==> config.mk <==
export PLATFORM = sky130hd
export DESIGN_NAME = bit_serializer
export DESIGN_NICKNAME = d
export VERILOG_FILES = /design/src/rtl/bit_serializer_pkg.sv /design/src/rtl/bit_serializer.sv
export SDC_FILE = /design/constraint.sdc
export NUM_CORES = 1
export LEC_CHECK = 0
export ABC_AREA = 1
export BUFFER_PORTS_ARGS = -buffer_cell sky130_fd_sc_hd__buf_2
export CAP_MARGIN = 20
export CORE_MARGIN = 3
export CORE_UTILIZATION = 49
export CTS_CLUSTER_SIZE = 40
export DETAILED_ROUTE_END_ITERATION = 16
export PLACE_DENSITY = 0.82
export SETUP_SLACK_MARGIN = 0.1
export SYNTH_ARGS = -nofsm -noshare
export SYNTH_HDL_FRONTEND = slang
export SYNTH_SLANG_ARGS = --single-unit
==> constraint.sdc <==
create_clock -name clk -period 2.35 [get_ports clk]
set_clock_uncertainty 0.1 [all_clocks]
set_input_delay 0.3525 -clock clk [delete_from_list [all_inputs] [get_ports clk]]
set_output_delay 0.3525 -clock clk [all_outputs]
set_load 0.1 [all_outputs]
==> src/rtl/bit_serializer_pkg.sv <==
// Shared types and default parameter values for the parallel-to-serial converter.
package bit_serializer_pkg;

    typedef enum logic [1:0] {
        IDLE,
        SHIFT,
        GAP
    } state_e;

    localparam int DEFAULT_WIDTH      = 8;
    localparam int DEFAULT_MSB_FIRST  = 1;
    localparam int DEFAULT_GAP_CYCLES = 0;

endpackage

==> src/rtl/bit_serializer.sv <==
// Accepts a parallel word over a valid/ready handshake and streams it out one bit per cycle,
// optionally followed by a fixed number of idle gap cycles.
module bit_serializer
    import bit_serializer_pkg::*;
#(
    parameter int WIDTH      = DEFAULT_WIDTH,
    parameter int MSB_FIRST  = DEFAULT_MSB_FIRST,
    parameter int GAP_CYCLES = DEFAULT_GAP_CYCLES
) (
    input  logic             clk,
    input  logic             rst,
    input  logic [WIDTH-1:0] in_data,
    input  logic             in_valid,
    output logic             in_ready,
    output logic             data_out,
    output logic             bit_valid,
    output logic             busy
);

    localparam int               CNT_W    = $clog2(WIDTH) + 1;
    localparam logic [CNT_W-1:0] LAST_BIT = CNT_W'(WIDTH - 1);
    localparam logic [3:0]       LAST_GAP = (GAP_CYCLES > 0) ? 4'(GAP_CYCLES - 1) : 4'd0;

    state_e           state_q, state_d;
    logic [WIDTH-1:0] shift_q, shift_d;
    logic [CNT_W-1:0] bit_cnt_q, bit_cnt_d;
    logic [3:0]       gap_cnt_q, gap_cnt_d;
    logic             data_out_q, data_out_d;
    logic             bit_valid_q, bit_valid_d;
    logic             last_bit;
    logic             accept;

    function automatic logic first_bit(input logic [WIDTH-1:0] word);
        return (MSB_FIRST != 0) ? word[WIDTH-1] : word[0];
    endfunction

    // The shift register holds the word with the bit currently on data_out in the leading position.
    assign last_bit  = (state_q == SHIFT) && (bit_cnt_q == LAST_BIT);
    assign in_ready  = (state_q == IDLE) || (last_bit && (GAP_CYCLES == 0));
    assign accept    = in_valid && in_ready;
    assign busy      = (state_q != IDLE);
    assign data_out  = data_out_q;
    assign bit_valid = bit_valid_q;

    always_comb begin
        state_d     = state_q;
        shift_d     = shift_q;
        bit_cnt_d   = bit_cnt_q;
        gap_cnt_d   = gap_cnt_q;
        data_out_d  = 1'b0;
        bit_valid_d = 1'b0;

        case (state_q)
            IDLE: begin
                if (accept) begin
                    state_d     = SHIFT;
                    shift_d     = in_data;
                    bit_cnt_d   = '0;
                    data_out_d  = first_bit(in_data);
                    bit_valid_d = 1'b1;
                end
            end
            SHIFT: begin
                if (!last_bit) begin
                    bit_cnt_d   = bit_cnt_q + 1'b1;
                    bit_valid_d = 1'b1;
                    if (MSB_FIRST != 0) begin
                        shift_d    = {shift_q[WIDTH-2:0], 1'b0};
                        data_out_d = shift_q[WIDTH-2];
                    end else begin
                        shift_d    = {1'b0, shift_q[WIDTH-1:1]};
                        data_out_d = shift_q[1];
                    end
                end else if (GAP_CYCLES > 0) begin
                    state_d   = GAP;
                    gap_cnt_d = 4'd0;
                    bit_cnt_d = '0;
                end else if (accept) begin
                    shift_d     = in_data;
                    bit_cnt_d   = '0;
                    data_out_d  = first_bit(in_data);
                    bit_valid_d = 1'b1;
                end else begin
                    state_d   = IDLE;
                    bit_cnt_d = '0;
                end
            end
            GAP: begin
                if (gap_cnt_q == LAST_GAP) begin
                    state_d   = IDLE;
                    gap_cnt_d = 4'd0;
                end else begin
                    gap_cnt_d = gap_cnt_q + 4'd1;
                end
            end
            default: begin
                state_d = IDLE;
            end
        endcase
    end

    always_ff @(posedge clk or negedge rst) begin
        if (!rst) begin
            state_q     <= IDLE;
            shift_q     <= '0;
            bit_cnt_q   <= '0;
            gap_cnt_q   <= 4'd0;
            data_out_q  <= 1'b0;
            bit_valid_q <= 1'b0;
        end else begin
            state_q     <= state_d;
            shift_q     <= shift_d;
            bit_cnt_q   <= bit_cnt_d;
            gap_cnt_q   <= gap_cnt_d;
            data_out_q  <= data_out_d;
            bit_valid_q <= bit_valid_d;
        end
    end

endmodule
# Word level (Yosys, flattened, before mapping)
# Cells that the tools add are included.
# Widths: inputs -> output; s select.
dict set report classes {
  add_sub_neg 2
  n_eq_ne 7
  muxes 18
  n_reduce_logical 9
}
# operator n
set op_table {}
lappend op_table {{$mux 8} 2}
lappend op_table {{$pmux 8 s2} 1}
lappend op_table {{$mux 4} 3}
lappend op_table {{$add 4x1->4 const B} 2}
lappend op_table {{$mux 2} 4}
lappend op_table {{$ne 2x2->1 const B} 4}
lappend op_table {{$pmux 4 s2} 1}
lappend op_table {{$pmux 2 s3} 1}
lappend op_table {{$eq 4x3->1 const B} 1}
lappend op_table {{$logic_not 4->1} 1}
lappend op_table {{$mux 1} 4}
lappend op_table {{$pmux 1 s2} 2}
lappend op_table {{$reduce_and 4->1} 1}
lappend op_table {{$reduce_bool 2->1} 2}
lappend op_table {{$eq 2x1->1 const B} 1}
lappend op_table {{$eq 2x2->1 const B} 1}
lappend op_table {{$logic_and 1x1->1} 2}
lappend op_table {{$logic_not 2->1} 1}
lappend op_table {{$reduce_and 2->1} 1}
lappend op_table {{$logic_or 1x1->1} 1}
dict set report word_totals {
  register_bits 20
  inputBits 11
  out_inout_bits 4
  elab_cells 42
}

# Logic depth before layout (Yosys ltp)
# Gate-level depths: netlist of the first run.
dict set report logic_depth {
  word_depth 7
  ltp_mapped 6
  mapped_depth_nobuf 6
}

# Worst setup path before layout of the first run
# No wires, ideal clock.
dict set report synth_timing {
  path_type {reg2out}
  start {register state_q[0]}
  end {output port in_ready}
  arrival_time_ns 1.352
  required_time_ns 1.898
  setup_slack_ns 0.546
  stages_incl_launch_ff 3
  n_path_buf 1
  path_cell_list {dfrtp_1 nand2_4 buf_12}
}
dict set report synth_via {
  elab_chain_len 3
  word_cells_on_any_way 4
  cone_classes {eq/ne: 1; reduce/logical: 3}
}
# item line
set synth_rtl {}
lappend synth_rtl {{from (decl)} bit_serializer.sv:24} ;# state_e state_q, state_d;
lappend synth_rtl {{from (signal assigned)} bit_serializer.sv:111} ;# state_q <= state_d;
lappend synth_rtl {{$eq 2x1->1} bit_serializer.sv:38} ;# assign last_bit = (state_q == SHIFT) && (bit_cnt_q == LAST_BIT);
lappend synth_rtl {{$logic_and 1x1->1} bit_serializer.sv:38}
lappend synth_rtl {{$logic_or 1x1->1 *} bit_serializer.sv:39} ;# assign in_ready = (state_q == IDLE) || (last_bit && (GAP_CYCLES == 0));
lappend synth_rtl {{to (decl)} bit_serializer.sv:14} ;# output logic in_ready,
# Every way passes the cells marked *; elsewhere a longest branch is shown, timed or not.

# Worst setup path after layout of the first run
dict set report layout_timing {
  start {register bit_cnt_q[0]}
  end {output port in_ready}
}
dict set report layout_via {
  elab_chain_len 3
}
# item line
set layout_rtl {}
lappend layout_rtl {{from (decl)} bit_serializer.sv:26} ;# logic [CNT_W-1:0] bit_cnt_q, bit_cnt_d;
lappend layout_rtl {{from (signal assigned)} bit_serializer.sv:113} ;# bit_cnt_q <= bit_cnt_d;
lappend layout_rtl {{$eq 4x3->1} bit_serializer.sv:38}
lappend layout_rtl {{$logic_and 1x1->1} bit_serializer.sv:38}
lappend layout_rtl {{$logic_or 1x1->1} bit_serializer.sv:39}
# Every way passes these cells.

==> results of run 1 <==
## layer usage
layer | vias up | part of all wire, % | track usage [%]
met5 | - | 0 | 0
met4 | 0 | 0.59 | 7.23
met3 | 2 | 5.3 | 3.73
met2 | 11 | 47 | 23.5
met1 | 244 | 47 | 16.9
li1 | 284 | - | -
## flip-flops by register name (all words and copies together) (netlist names)
register / count
shift_q: 7
state_q: 1
bit_valid: 1
bit_cnt_q: 4
data_out: 1
## final cells by class
cell class	count	area [um^2]
repair buffers	15	82.6
flip-flops and latches	14	350
multi-input cells	56	299
fillers	109	520
inverters	7	26.3
well taps	15	18.8
clock buffers	4	36.3
## worst max-delay path by stage
stage | start | to | slack, ns | depth (start not counted)
finish | bit_cnt_q[0] | in_ready | 0.25 | 4
global route | bit_cnt_q[0] | in_ready | 0.16 | 4
CTS | bit_cnt_q[0] | in_ready | 0.16 | 4
detailed placement | bit_cnt_q[0] | in_ready | 0.49 | 4
global placement | bit_cnt_q[0] | in_ready | 0.52 | 4
floorplan | state_q[0] | in_ready | 0.55 | 2
## where the power goes
part / total (mW) / internal [mW] / switching, mW / leakage (nW)
combinational: 0.503 / 0.136 / 0.367 / 0.214
clock: 0.173 / 0.0943 / 0.0789 / 0.0210
sequential: 0.400 / 0.333 / 0.0667 / 0.174
total: 1.08 / 0.563 / 0.513 / 0.409
## stage by stage
| step | std cells | instance area (um^2) |
|---|---|---|
| CTS | 111 | 811 |
| floorplan | 79 | 707 |
| global placement | 106 | 764 |
| global route | 111 | 813 |
| detailed placement | 106 | 764 |
| finish | 111 | 813 |
## cell usage after synthesis
| library cell | number | area [um^2] |
|---|---|---|
| nand3_2 | 1 | 10.0 |
| nor2_1 | 2 | 7.51 |
| a21oi_1 | 1 | 5.00 |
| o21ai_2 | 6 | 52.6 |
| dfrtp_1 | 14 | 350 |
| o21ai_0 | 5 | 25.0 |
| nand2_4 | 2 | 22.5 |
| o21ai_1 | 1 | 5.00 |
| ha_1 | 1 | 12.5 |
| nand3_1 | 2 | 10.0 |
| nand4_1 | 1 | 6.26 |
| o21ai_4 | 1 | 16.3 |
| nand2_1 | 32 | 120 |
| nand2_2 | 1 | 6.26 |
| inv_1 | 7 | 26.3 |
| buf_6 | 1 | 11.3 |
| buf_12 | 1 | 20.0 |
## cell families (layout without fill, tap and decap cells)
logic type,count (synthesis),in the layout
compound gates,14,14
fa+ha+maj,1,1
buf+inv,9,26
flops,14,14
simple gates,41,41
## worst max-delay path: cells and delay by family, from the launching register on
family                     cells  cell delay [ns]
buffers and inverters          1             0.38
and+or+nand+nor                2             0.30
adders and majority gates      1             0.24
DFF                            1             0.45
## what timing repair did
action,CTS,global route
setup buffers,0,0
hold endpoints to repair,14,0
endpoints found under the setup margin,0,1
resized for setup,0,1
hold buffers,1,0
==> metrics.md, run 1 <==
| Metric | Value |
|---|---|
| Register area share after synthesis | 49.6% |
| Status | finished clean |
| Static Leak | around 0.41 nW |
| Post-Syn Area per Cell | 8.95 um^2 |
| GRT overflow | 0 |
| Post-synthesis net count | between 90 and 100 |
| Remaining DRCs | 0 |
| DIE HEIGHT | around 44 um |
| Final hold viol count | 0 |
| Die W | between 40 and 50 um |
| Synth cell types | 17 |
| Critical-path top delay cell | dfrtp_1 |
| Hold path start | in_data[0] |
| Worst hold endpoint | shift_q[0] |
| Input/output buffers | 14 |
| Via count | 541 |
| CP endpoint kind | primary output |
| First-pass GRT wire length | between 1.5 and 2 mm |
| CTS root buffer | clkbuf_4 |
| Reg2reg end | bit_cnt_q[3] |
| Vias per cell | between 4 and 5 |
| CP required | 1.90 ns |
| Post-route antenna net violation count | 0 |
| Number of DRC markers in iteration 0 | 11 |
| CTS sink count | 14 |
| H-tree depth | 1 |
| Synth Area in Compound Gates | around 15% |
| Mux share of post-synthesis cell area | 0% |
| R2R setup slack | between 0.9 and 1 ns |
| Largest net degree at the start of global routing | 16 |
| Hold depth | 3 |
| PwrDens | approximately 1300 nW/um^2 |
| Worst Tran Pin Value | 0.484 ns |
| Total Die Area | between 1500 and 2000 um^2 |
| Worst EP arrival | ~1.7 ns |
| Vias in the first global route | 518 |
| Type of the worst setup path | register to primary output |
| Fin worst setup slack | 0.252 ns |
| CTS tree | done |
| Synth Warn # | 0 |
| Adder-Cell Fraction of Synth Area | about 1.8% |
| Syn Inst Count | a little under 80 |
| RePlAce Congestion | 0.714 |
| Depth of the most critical reg-to-reg path | 6 |
| Core area | between 1000 and 1500 um^2 |
| WL/cell | 10.8 um |
| Final core occ | roughly three fifths |
| F_max | roughly 0.48 GHz |
| Largest family of logic cells by synthesized area | simple AND/OR/NAND/NOR gates |
| TNS Setup | 0 ns |
| Critical R2R Launch | bit_cnt_q[0] |
| First drt pass iteration count | 4 |
| Min Hold Slack | roughly 0.21 ns |
| Slew HR | approximately two thirds |
| HPWL after DPL | between 800 and 900 um |
| Total track usage | around 14% |
| Initial antenna violation count | 0 |
| Final net count | 109 |
| # Max-Cap Violations | 0 |
| Power, Total | between 1 and 1.5 mW |
| RSZ-0062 raised after global routing | no |
| Final setup fails | 0 |
| Min-delay worst type | input pin to register |
| CP Cell Sequence | ha_1, nand3_2, nand2_4, clkbuf_4 |
| Post-Synth XOR/XNOR Area | 0% |
| FF+latch count, synth | 14 |
| Routed wire length | 1.20 mm |
| Fin. max-slew vios | 0 |
| CP Max Fanout | 15 |
| CTS Buf Count | 3 |
| Commonest non-fill, non-tap cell in the layout | nand2_1 |
| Fraction of layout cells with a size suffix above 1 | between 30 and 40% |
| Area grow syn2layout | 15.0% |
| Initial Utilization | 53.0% |
| Synthesized cell area | approximately 710 um^2 |
| # diodes | 0 |
| I/O pins | 15 |
| Most frequent cells in the layout | nand2_1 (32), dfrtp_1 (14), buf_2 (13) |
| Maximum vdd ir drop | between 0.0005 and 0.0006 V |
| Clock buffer depth | 2 |
| Crit-path max cell delay | around 0.45 ns |
| Place WS | 0.488 ns |
| Minimum clock period | approximately 2.1 ns |
| Row cnt | 13 |
| CTS clk-pin slew, worst paths | roughly 0.080 ns |
| Crit start category | register |
| Simple-Gate Fraction of Synth Area | about a quarter |
| Clk Latency, worst-skew pair | roughly 0.28 ns |
| Fin crit share | roughly nine tenths |
Note: power is estimated with default switching activity, not from simulation.
==> inputs of run 2 (changes only) <==
- ABC_AREA: 1 -> not set
- clock period: 2.35 -> 2.25 ns (I/O delays scaled with it)
==> run 2 against run 1 <==
Area after synthesis is 2.1% lower. Core utilization increased by 3.4 points. Sequential share of layout area rose by 1.7 points. Clock power down 23%. Sequential cell count did not move. Synthesized cell count fell by 33%. Setup slack lost 0.048 ns. Count of clock-buffer cells in the layout is 1 lower. Highest routed layer unchanged.
==> metrics.md, run 2 <==
| Metric | Value |
|---|---|
| Status | finished clean |
| CTS clk-pin slew, worst paths | ~0.070 ns |
| RSZ-0062 raised after global routing | no |
| Post-route antenna net violation count | 0 |
| Commonest non-fill, non-tap cell in the layout | dfrtp_1 |
| WL/cell | about 13 um |
| CP Max Fanout | 11 |
| Clk Latency, worst-skew pair | around 0.27 ns |
| Most frequent cells in the layout | dfrtp_1 (14), buf_2 (13), nand2_1 (6), mux2_4 (6), mux2_2 (4) |
| Area leader, netlist | dfrtp_1 |
| Via count | around 420 |
| Final setup fails | 0 |
| TNS Setup | 0 ns |
| Crit start category | register |
| Total track usage | a little over an eighth |
| RePlAce Congestion | 0.752 |
| FF+latch count, synth | 14 |
| Depth of the most critical reg-to-reg path | 5 |
| I/O pins | 15 |
| Fin. max-slew vios | 0 |
| CTS root buffer | clkbuf_4 |
| HPWL after DPL | approximately 780 um |
| Clock buffer depth | 2 |
| Synth Warn # | 0 |
| Critical R2R Launch | bit_cnt_q[0] |
| Initial Utilization | ~57% |
| Die W | 43.6 um |
| CP required | 1.81 ns |
| GRT overflow | 0 |
| Largest net degree at the start of global routing | 15 |
| FILL cells | 94 |
| F_max | about 0.49 GHz |
| # Max-Cap Violations | 0 |
| Input/output buffers | 14 |
| Reg2reg end | shift_q[1] |
| Final net count | between 80 and 90 |
| Max reg flops | 7 |
| Hold depth | 3 |
| Final hold viol count | 0 |
| Total Die Area | around 1900 um^2 |
| Static Leak | between 0.3 and 0.4 nW |
| CP endpoint kind | primary output |
| Synth cell types | 19 |
| First drt pass iteration count | 4 |
| Remaining DRCs | 0 |
| Routed wire length | ~1.0 mm |
| Worst Tran Pin Value | between 0.4 and 0.5 ns |
| Worst EP arrival | approximately 1.6 ns |
| Fin crit share | between 90 and 100% |
| H-tree depth | 1 |
| Synth top area share | 50.6% |
| Asr flop ratio synth | between 90% and 100% |
| Synthesized cell area | just under 700 um^2 |
| Type of the worst setup path | register to primary output |
| # diodes | 0 |
| Slew HR | 67.8% |
| Area grow syn2layout | 13.2% |
| Crit-path max cell delay | ~0.39 ns |
| Biggest register | shift_q |
| Largest regs | shift_q x7, bit_cnt_q x4 |
| First-pass GRT wire length | around 1.8 mm |
| CTS sink count | 14 |
| Fraction of layout cells with a size suffix above 1 | between 40% and 50% |
| EDFF count, synth | 0 |
| PwrDens | 1360 nW/um^2 |
| DIE HEIGHT | ~44 um |
| Vias in the first global route | ~410 |
| Postcts setup bufs | 0 |
| CP Cell Sequence | ha_1, nand2_1, o21a_4, inv_4, buf_4 |
| Placed Cells | 79 |
| Maximum vdd ir drop | roughly 0.00091 V |
| Vias per cell | roughly 5 |
| Row cnt | 12 |
| Syn Inst Count | 53 |
| CTS tree | done |
| Initial antenna violation count | 0 |
| Critical-path top delay cell | dfrtp_1 |
| Number of DRC markers in iteration 0 | 4 |
| Most instantiated library cell after synthesis | dfrtp_1 |
| Synth area leaders | dfrtp_1 (51%), mux2_4 (13%), mux2_2 (6.5%), nand2_1 (3.3%), buf_12 (2.9%) |
| Min-delay worst type | input pin to register |
| CTS Buf Count | 3 |
| R2R setup slack | between 0.6 and 0.7 ns |
| Synth top cells by count | dfrtp_1 (14), mux2_4 (6), nand2_1 (6), mux2_2 (4) |
| Register area share after synthesis | around 50% |
| Hold path start | in_data[7] |
| Post-Syn Area per Cell | between 10 and 15 um^2 |
| Post-synthesis net count | 65 |
| Core area | around 1200 um^2 |
| Worst hold endpoint | data_out |
| Minimum clock period | roughly 2.0 ns |
| Synth Flop Type | dfrtp_1 |
| Final core occ | roughly 64% |
| Non-Filler Instances | 83 |
==> run 2: cell count changes after synthesis, sizes merged, moves of 2 or more <==
cell,previous run,this run
nand2,35,6
mux2,0,11
o21ai,13,3
inv,7,2
nand2b,0,3
mux2i,0,2
==> run 2: worst max-delay path by stage <==
| stage | start | end | slack, ns | cells past startpoint |
|---|---|---|---|---|
| after floorplan | state_q[0] | shift_q[2] | 0.29 | 4 |
| after global placement | bit_cnt_q[0] | in_ready | 0.39 | 5 |
| after detailed placement | bit_cnt_q[0] | in_ready | 0.36 | 5 |
| after CTS | bit_cnt_q[0] | in_ready | 0.18 | 5 |
| after global routing | bit_cnt_q[0] | in_ready | 0.10 | 5 |
| final | bit_cnt_q[0] | in_ready | 0.20 | 5 |
==> run 2: cell type report <==
cell class              count  area (um^2)  share of cell area [%]
multi-input cells          35          300                    38.3
well taps                  14         17.5                    2.24
inverters                   2         10.0                    1.28
clock buffers               3         22.5                    2.88
flip-flops and latches     14          350                    44.7
repair buffers             15         82.6                    10.5
==> run 2: repair_timing <==
| item | 4_1_cts | 5_1_grt |
|---|---|---|
| hold endpoints to repair | 14 | 0 |
| gates resized for setup | 1 | 0 |
| hold buffers | 1 | 0 |
| setup endpoints to repair | 1 | 0 |
==> run 2: logic make-up after synthesis <==
family / count (synthesis) / share of synthesized area, %
AO/OA/AOI/OAI: 5 / 5.60
XOR/XNOR: 1 / 1.27
adder cells (fa/ha/maj): 1 / 1.81
buffers and inverters: 4 / 5.97
flip-flops: 14 / 50.6
multiplexers: 13 / 24.1
AND/OR/NAND/NOR: 15 / 10.7
==> run 2: per-layer routing <==
metal	part of all wire, %	routed length, um	vias up	GRT usage [%]
li1	-	-	213	-
met1	47	496	194	17.4
met5	0	0	-	0
met4	0.76	8	0	3.61
met2	44	458	15	19.2
met3	8.0	84	2	6.64
==> run 2: critical path: cells and delay by family (launching register included) <==
kind,cells,cell delay (ns)
flops,1,0.39
simple gates,1,0.08
fa+ha+maj,1,0.21
buf+inv,2,0.44
compound gates,1,0.22
==> run 2: where the power goes <==
group          total [mW]  leakage [nW]  switching, mW  internal, mW
Clock               0.133        0.0138         0.0715        0.0619
Combinational       0.518         0.194          0.312         0.206
Sequential          0.410         0.174         0.0635         0.347
Total                1.06         0.382          0.447         0.615
==> run 2: stage by stage <==
step	instance area [um^2]	setup WS [ns]	hold WS [ns]	total power, mW
4_1_cts	783	0.181	0.210	1.08
3_5_place_dp	748	0.365	0.147	0.931
5_1_grt	783	0.102	0.233	1.13
3_3_place_gp	748	0.386	0.142	0.920
2_1_floorplan	692	0.287	-0.0581	0.886
6_report	783	0.204	0.217	1.06
